[config.mk]
export PLATFORM = sky130hd
export DESIGN_NAME = sw_led_ctrl
export DESIGN_NICKNAME = d
export VERILOG_FILES = /design/src/rtl/sw_led_ctrl.sv
export SDC_FILE = /design/constraint.sdc
export NUM_CORES = 1
export LEC_CHECK = 0
export BUFFER_PORTS_ARGS = -buffer_cell sky130_fd_sc_hd__buf_2
export CORE_ASPECT_RATIO = 0.5
export CORE_MARGIN = 4
export CORE_UTILIZATION = 70
export CTS_BUF_LIST = sky130_fd_sc_hd__clkbuf_8
export CTS_CLUSTER_SIZE = 28
export DETAILED_ROUTE_END_ITERATION = 8
export PLACE_DENSITY = 0.9
export SLEW_MARGIN = 20
export SYNTH_ARGS = -nofsm -noshare
export SYNTH_HDL_FRONTEND = slang
export SYNTH_SLANG_ARGS = --single-unit
[constraint.sdc]
create_clock -name CLK100MHZ -period 3 [get_ports CLK100MHZ]
set_input_delay 0.45 -clock CLK100MHZ [delete_from_list [all_inputs] [get_ports CLK100MHZ]]
set_output_delay 0.45 -clock CLK100MHZ [all_outputs]
set_load 0.1 [all_outputs]
[src/rtl/sw_led_ctrl.sv]
// sw_led_ctrl: synchronised, debounced switches drive the LEDs in DIRECT, TOGGLE, CHASE or BLINK mode.
// Defining SW_LED_PWM_EN adds the bright input and a free-running PWM brightness stage.
module sw_led_ctrl #(
   parameter int WIDTH      = 16,
   parameter int DEB_CYCLES = 100000,
   parameter int TICK_DIV   = 25000000,
   parameter int PWM_BITS   = 4
) (
   input  logic                CLK100MHZ,
   input  logic                CPU_RESETN,
   input  logic [WIDTH-1:0]    sw,
   input  logic [1:0]          mode,
`ifdef SW_LED_PWM_EN
   input  logic [PWM_BITS-1:0] bright,
`endif
   output logic [WIDTH-1:0]    LED,
   output logic                tick
);

   typedef enum logic [1:0] {
      MODE_DIRECT = 2'b00,
      MODE_TOGGLE = 2'b01,
      MODE_CHASE  = 2'b10,
      MODE_BLINK  = 2'b11
   } mode_t;

   localparam int DEB_W  = $clog2(DEB_CYCLES + 1);
   localparam int TICK_W = $clog2(TICK_DIV + 1);
   localparam logic [DEB_W-1:0]  DEB_LAST  = DEB_W'(DEB_CYCLES - 1);
   localparam logic [TICK_W-1:0] TICK_LAST = TICK_W'(TICK_DIV - 1);

   logic [WIDTH-1:0]  sync1_reg, sync2_reg;
   logic [WIDTH-1:0]  sw_db, tgl, pattern;
   logic [WIDTH-1:0]  mode_out, pattern_load, led_next;
   logic [TICK_W-1:0] tick_cnt_reg;
   mode_t             mode_q;
   logic              blink, mode_chg, wrap;

   always_ff @(posedge CLK100MHZ or negedge CPU_RESETN) begin
      if (!CPU_RESETN) begin
         sync1_reg <= '0;
         sync2_reg <= '0;
      end else begin
         sync1_reg <= sw;
         sync2_reg <= sync1_reg;
      end
   end

   // Each channel owns its debounce counter; the toggle flips on the accepted rising edge.
   for (genvar gi = 0; gi < WIDTH; gi++) begin : g_chan
      logic [DEB_W-1:0] cnt_reg;
      logic             db_reg, tgl_reg;

      always_ff @(posedge CLK100MHZ or negedge CPU_RESETN) begin
         if (!CPU_RESETN) begin
            cnt_reg <= '0;
            db_reg  <= 1'b0;
            tgl_reg <= 1'b0;
         end else if (sync2_reg[gi] != db_reg) begin
            if (cnt_reg == DEB_LAST) begin
               cnt_reg <= '0;
               db_reg  <= sync2_reg[gi];
               if (sync2_reg[gi])
                  tgl_reg <= ~tgl_reg;
            end else begin
               cnt_reg <= cnt_reg + DEB_W'(1);
            end
         end else begin
            cnt_reg <= '0;
         end
      end

      assign sw_db[gi] = db_reg;
      assign tgl[gi]   = tgl_reg;
   end

   assign mode_chg     = (mode != mode_q);
   assign wrap         = (tick_cnt_reg == TICK_LAST);
   assign pattern_load = (sw_db == '0) ? WIDTH'(1) : sw_db;

   // A mode change restarts the animation and wins over a coincident wrap.
   always_ff @(posedge CLK100MHZ or negedge CPU_RESETN) begin
      if (!CPU_RESETN) begin
         mode_q       <= MODE_DIRECT;
         tick_cnt_reg <= '0;
         tick         <= 1'b0;
         blink        <= 1'b0;
         pattern      <= '0;
      end else begin
         mode_q <= mode_t'(mode);
         if (mode_chg) begin
            tick_cnt_reg <= '0;
            tick         <= 1'b0;
            blink        <= 1'b1;
            pattern      <= pattern_load;
         end else if (wrap) begin
            tick_cnt_reg <= '0;
            tick         <= 1'b1;
            blink        <= ~blink;
            pattern      <= {pattern[WIDTH-2:0], pattern[WIDTH-1]};
         end else begin
            tick_cnt_reg <= tick_cnt_reg + TICK_W'(1);
            tick         <= 1'b0;
         end
      end
   end

   always_comb begin
      mode_out = sw_db;
      case (mode_q)
         MODE_DIRECT: mode_out = sw_db;
         MODE_TOGGLE: mode_out = tgl;
         MODE_CHASE:  mode_out = pattern;
         MODE_BLINK:  mode_out = sw_db & {WIDTH{blink}};
         default:     mode_out = sw_db;
      endcase
   end

`ifdef SW_LED_PWM_EN
   logic [PWM_BITS-1:0] pwm_cnt;

   always_ff @(posedge CLK100MHZ or negedge CPU_RESETN) begin
      if (!CPU_RESETN)
         pwm_cnt <= '0;
      else
         pwm_cnt <= pwm_cnt + PWM_BITS'(1);
   end

   assign led_next = mode_out & {WIDTH{pwm_cnt < bright}};
`else
   // PWM_BITS only shapes hardware when the brightness stage is built in.
   if (PWM_BITS < 1) begin : g_pwm_bits_unused
   end

   assign led_next = mode_out;
`endif

   always_ff @(posedge CLK100MHZ or negedge CPU_RESETN) begin
      if (!CPU_RESETN)
         LED <= '0;
      else
         LED <= led_next;
   end

endmodule

Word-level counts from Yosys, hierarchy flattened. Index checks and enable logic that the tools add are counted.

Register bits: 397. Bits of input ports: 20. Output and inout bits: 17. Logic and storage cells: 205.

Add/subtract/negate cells: 17. Eq/ne operators: 37. Muxes and demuxes: 42. Bitwise operators: 18. Reductions and logical operators: 35.

Operator list (number): 17-bit 2-to-1 mux (32); 17-bit by 1-bit adder with 17-bit output (second input constant) (16); 17-bit == test (second input constant) (16); 16-bit case mux with 4 select lines (1); 25-bit 2-to-1 mux (2); 16-bit 2-to-1 mux (3); 3-bit AND reduction (16); 2-bit AND reduction (16); 25-bit by 1-bit adder with 25-bit output (second input constant) (1); 25-bit == test (second input constant) (1); 1-bit inverter (17); 16-bit AND (1); 16-bit zero test (1); 1-bit inequality test (16); 2-bit == test (second input constant) (2); 1-bit 2-to-1 mux (4); 2-bit by 1-bit == test with 1-bit output (second input constant) (1); 2-bit zero test (1); 2-bit inequality test (1); 2-bit nonzero test (1).

Longest topological paths before layout.
Depth after elaboration: 3. Depth in mapped cells: 8. Mapped depth without buffers: 5.

Worst setup path before layout. No wires, ideal clock.

Path kind: register to register. From: register g_chan[10].cnt_reg[5]. To: register g_chan[10].cnt_reg[13]. Setup time: 119 ps. Arrival time: 1787 ps. Data required time: 2881 ps. Slack: 1094 ps. Stages on the path, launching flop included: 8. Path buffers: 3. Clock period less this slack: 1906 ps. Cell sequence: dfrtp_1 > buf_2 > or4b_1 > nor4_2 > or2_1 > buf_4 > buf_6 > nor2_1.

Cells in the longest elaborated chain, start to end: 3. Elaborated cells on any way between the ends: 4. Those cells by class: add/sub: 1; eq/ne: 1; mux: 2.

Ends and longest elaborated chain: start, declared (RTL line 51) `logic [DEB_W-1:0] cnt_reg;`; start signal, assigned (RTL line 66) `cnt_reg <= cnt_reg + DEB_W'(1);`; 17-bit by 1-bit adder with 17-bit output or 17-bit == test (tied branches) (RTL line 66, 60); 17-bit 2-to-1 mux (*) (RTL line 60) `if (cnt_reg == DEB_LAST) begin`; 17-bit 2-to-1 mux (*) (RTL line 59) `end else if (sync2_reg[gi] != db_reg) begin`.

Every way passes the cells marked *; elsewhere a longest branch is shown, timed or not. A chain may end at the register's enable or synchronous reset.

Final worst setup path.
From: register g_chan[2].cnt_reg[5]. To: register g_chan[2].cnt_reg[9].

Cells in the longest elaborated chain, start to end: 3. Elaborated cells on any way between the ends: 4. Those cells by class: add/sub: 1; eq/ne: 1; mux: 2.

Ends and longest elaborated chain (RTL line): start, declared (51); start signal, assigned (66); 17-bit by 1-bit adder with 17-bit output or 17-bit == test (tied branches) (66, 60); 17-bit 2-to-1 mux (*) (60); 17-bit 2-to-1 mux (*) (59).

Marks and branches as above.

==> summary.txt <==
Pwr
  – Sequential fraction of design power: between 50% and 60%
  – Leak: about 9 nW
  – Switch share: 24.9%
  – Clock power frac: 38.5%
  – VDD IR max: about 0.33 mV
  – Int Power: approximately 7.5 mW
  – Switch Pwr: roughly 2.5 mW
  – Pwr dens: about 480 mW/mm2
  – Combinational power share: under 10%

Synthesis
  – #FFs+latches synth: about 400
  – Mean Syn Cell Area: a little over 10 um2
  – Post-Syn Area: approximately 0.019 mm2
  – Number of flops mapped to enable cells by yosys: 0
  – Most used DFF post-synth: dfrtp_1
  – Seq/Total Area, Yosys: about 53%
  – Async SR Flop Fraction: between 90% and 100%
  – Post-Synthesis Cells: 1841
  – Distinct cell type count after synthesis: 50
  – Synth Warn #: 0
  – Synthesized Nets: about 1900

Placement
  – Number of port buffers: 36
  – GPL Wtd Cong: between 0.8 and 0.9
  – Dpl hpwl: about 26 mm
  – Inst Count DP: roughly 2200

Clock tree
  – Post-CTS sizing: 0
  – Clock Sinks: 397
  – Clock transition at path regs: about 0.070 ns
  – # H-tree levels: 2
  – TritonCTS clock tree: done
  – Clk Latency, worst-skew pair: approximately 0.62 ns
  – Clock Tree Root: clkbuf_8
  – CTS buffer count: 52
  – Max Buffers Root-to-Sink: 3

Final layout
  – Largest register FFs: between 200 and 300
  – Number of diodes: 0
  – # fillers: ~1600
  – Multi-input logic area: around 0.0084 mm2
  – Share of cells above drive strength 1: under 10%
  – Post-Layout Cell Count: 2298
  – Register area: 0.00993 mm2
  – Area grow syn2layout: 9.39%
  – Nets@finish: ~2000

Floorplan
  – Die area: approximately 0.030 mm2
  – Die Width: roughly 240 um
  – # rows: 42
  – Die Ht: 124 um
  – Core area: 0.0265 mm2
  – Initial core utilization: 71.1%
  – Top-Level Pins: 37

Critical path
  – Crit path max fanout: 16
  – CP arrival: 2.80 ns
  – Worst Setup End Kind: flop
  – FF-to-FF path depth: 4
  – R2r setup slk: around 0.66 ns
  – CP startpoint kind: flop
  – Data required, critical path: 3.45 ns
  – Worst R2R Start: g_chan[2].cnt_reg[5]
  – WS Path Type: reg2reg
  – Terminus of the critical flop-to-flop path: g_chan[2].cnt_reg[9]

Timing
  – Tmin final: between 2 and 2.5 ns
  – Clock skew: 0.0301 ns
  – Final setup fails: 0
  – Hold slack: between 0.3 and 0.4 ns
  – Slew @ Worst Pin: 0.710 ns
  – RSZ-0062 raised after global routing: false
  – Fmax achieved: around 0.43 GHz
  – Final Max Tran Viols: 0
  – Final Hold Fails: 0
  – Worst slew margin relative to its limit: a little over half
  – Period utilization: around four fifths
  – Setup TNS: 0 ns

Detailed routing
  – Final ANT Viol Nets: 0
  – Routed wire length: around 41 mm
  – Vias: 14500
  – DRC Markers: 0
  – Wire per inst: between 15 and 20 um
  – Vias per cell: about 6.3
  – DR iter-0 viols: roughly 1400
  – Pre-Repair DR Iteration Count: 6

Run
  – Number of max-cap violations: 0

Status
  – Run status: complete, no violations

GRT
  – Gr usage total: between 20% and 30%
  – Largest net degree at the start of global routing: between 80 and 90
  – Global-route wire length before repair: 67.6 mm
  – Vias in the first global route: roughly 14000
  – Initial antenna violation count: 0
  – Grt ovf: 0

Worst hold path
  – HP Class: reg2reg
  – Hold path depth: 0
  – Hold_sp: sync1_reg[13]
  – WHS Endpoint: sync2_reg[13]
==> synthesized netlist by cell type (41+ instances only) <==
library cell / n / area (um2)
nor3_1: 68 / 340
a21oi_1: 46 / 230
xor2_1: 141 / 1230
nand2_1: 104 / 390
clkbuf_1: 42 / 158
nand4_1: 113 / 707
xnor2_1: 96 / 841
dfrtp_1: 397 / 9930
inv_1: 60 / 225
nand3_1: 94 / 470
and4_1: 41 / 359
nor2_1: 288 / 1080
==> power by group through the flow <==
stage          sequential (mW)  clock (mW)  combinational, mW
2_1_floorplan             5.69           0              0.244
3_3_place_gp              5.65           0              0.503
3_5_place_dp              5.66           0              0.530
4_1_cts                   5.56        3.86              0.555
5_1_grt                   5.57        4.12              0.622
6_report                  5.56        3.83              0.551
==> final cells by class <==
cell class | instances | area share, %
Sequential cell | 397 | 48.2
Multi-Input combinational cell | 1323 | 40.8
Clock buffer | 61 | 4.07
Timing Repair Buffer | 82 | 3.19
Tap cell | 352 | 2.14
Inverter | 60 | 1.09
Clock inverter | 23 | 0.528
==> metal layers <==
layer,wire length (um),vias to the layer above,part of all wire [%],global-route usage [%]
met5,0,-,0,0
met4,1330,0,3.3,9.33
met3,2400,139,5.9,4.54
met2,19900,587,49,47.2
met1,16900,7076,42,37.0
li1,-,6648,-,-
==> how the worst max path moves through the flow <==
stage	from	depth (start not counted)	slack (ns)	endpoint
floorplan	g_chan[10].cnt_reg[5]	7	1.09	g_chan[10].cnt_reg[13]
global placement	g_chan[10].cnt_reg[5]	4	0.91	g_chan[10].cnt_reg[10]
detailed placement	g_chan[2].cnt_reg[5]	4	0.81	g_chan[2].cnt_reg[14]
CTS	g_chan[2].cnt_reg[5]	4	0.68	g_chan[2].cnt_reg[9]
finish	g_chan[2].cnt_reg[5]	4	0.66	g_chan[2].cnt_reg[9]
global route	tick_cnt_reg[8]	5	0.51	tick_cnt_reg[15]
==> per-stage QoR <==
| stage | setup slack, ns | power, mW | utilization (%) | instance area [um2] |
|---|---|---|---|---|
| finish | 0.656 | 9.94 | 77.8 | 20600 |
| global route | 0.510 | 10.3 | 77.8 | 20600 |
| CTS | 0.676 | 9.97 | 77.8 | 20600 |
| detailed placement | 0.813 | 6.19 | 73.5 | 19500 |
| global placement | 0.908 | 6.15 | 73.5 | 19500 |
| floorplan | 1.09 | 5.93 | - | 18800 |
==> worst max-delay path, cell delays in order (launching register included) <==
cell	delay, ns
dfrtp_1	0.45
or4b_1	0.53
nor4_1	0.54
a21o_1	0.55
nor2_1	0.13
==> cell families (layout without fill, tap and decap cells) <==
kind of cell             after synthesis  count (layout)  share of synthesized area [%]
AO/OA/AOI/OAI                        143             143                           4.53
XOR/XNOR                             237             237                           11.0
adder cells (fa/ha/maj)               33              33                           2.19
buffers and inverters                121             226                           2.68
flip-flops                           397             397                           52.7
multiplexers                          27              27                           2.39
AND/OR/NAND/NOR                      883             883                           24.5
==> cells in the final DEF, fill, tap and decap left out, drive strengths merged, types with 2 or more instances in the layout <==
cell           n
nor4b         10
dlygate4sd3   19
nand3         94
or3           33
ha            33
nor4bb        18
and2          22
nand4        113
inv           77
and3          12
o21ai         39
mux4          13
o31ai         22
mux2          14
buf           63
a21oi         46
a31o           3
o21bai        12
nand2        104
nor4          34
and4          41
clkbuf        61
xor2         141
nand4b         2
a31oi         16
or2           10
clkinv         5
dfrtp        397
xnor2         96
a221o          3
nor3          68
or4           27
nor2         288
or4b           3
==> repair_timing <==
| action | in CTS | in global routing |
|---|---|---|
| setup buffers | 0 | 0 |
| hold buffers | 19 | 0 |
| endpoints found under the hold margin | 93 | 0 |
(Power assumes the default switching activity.)
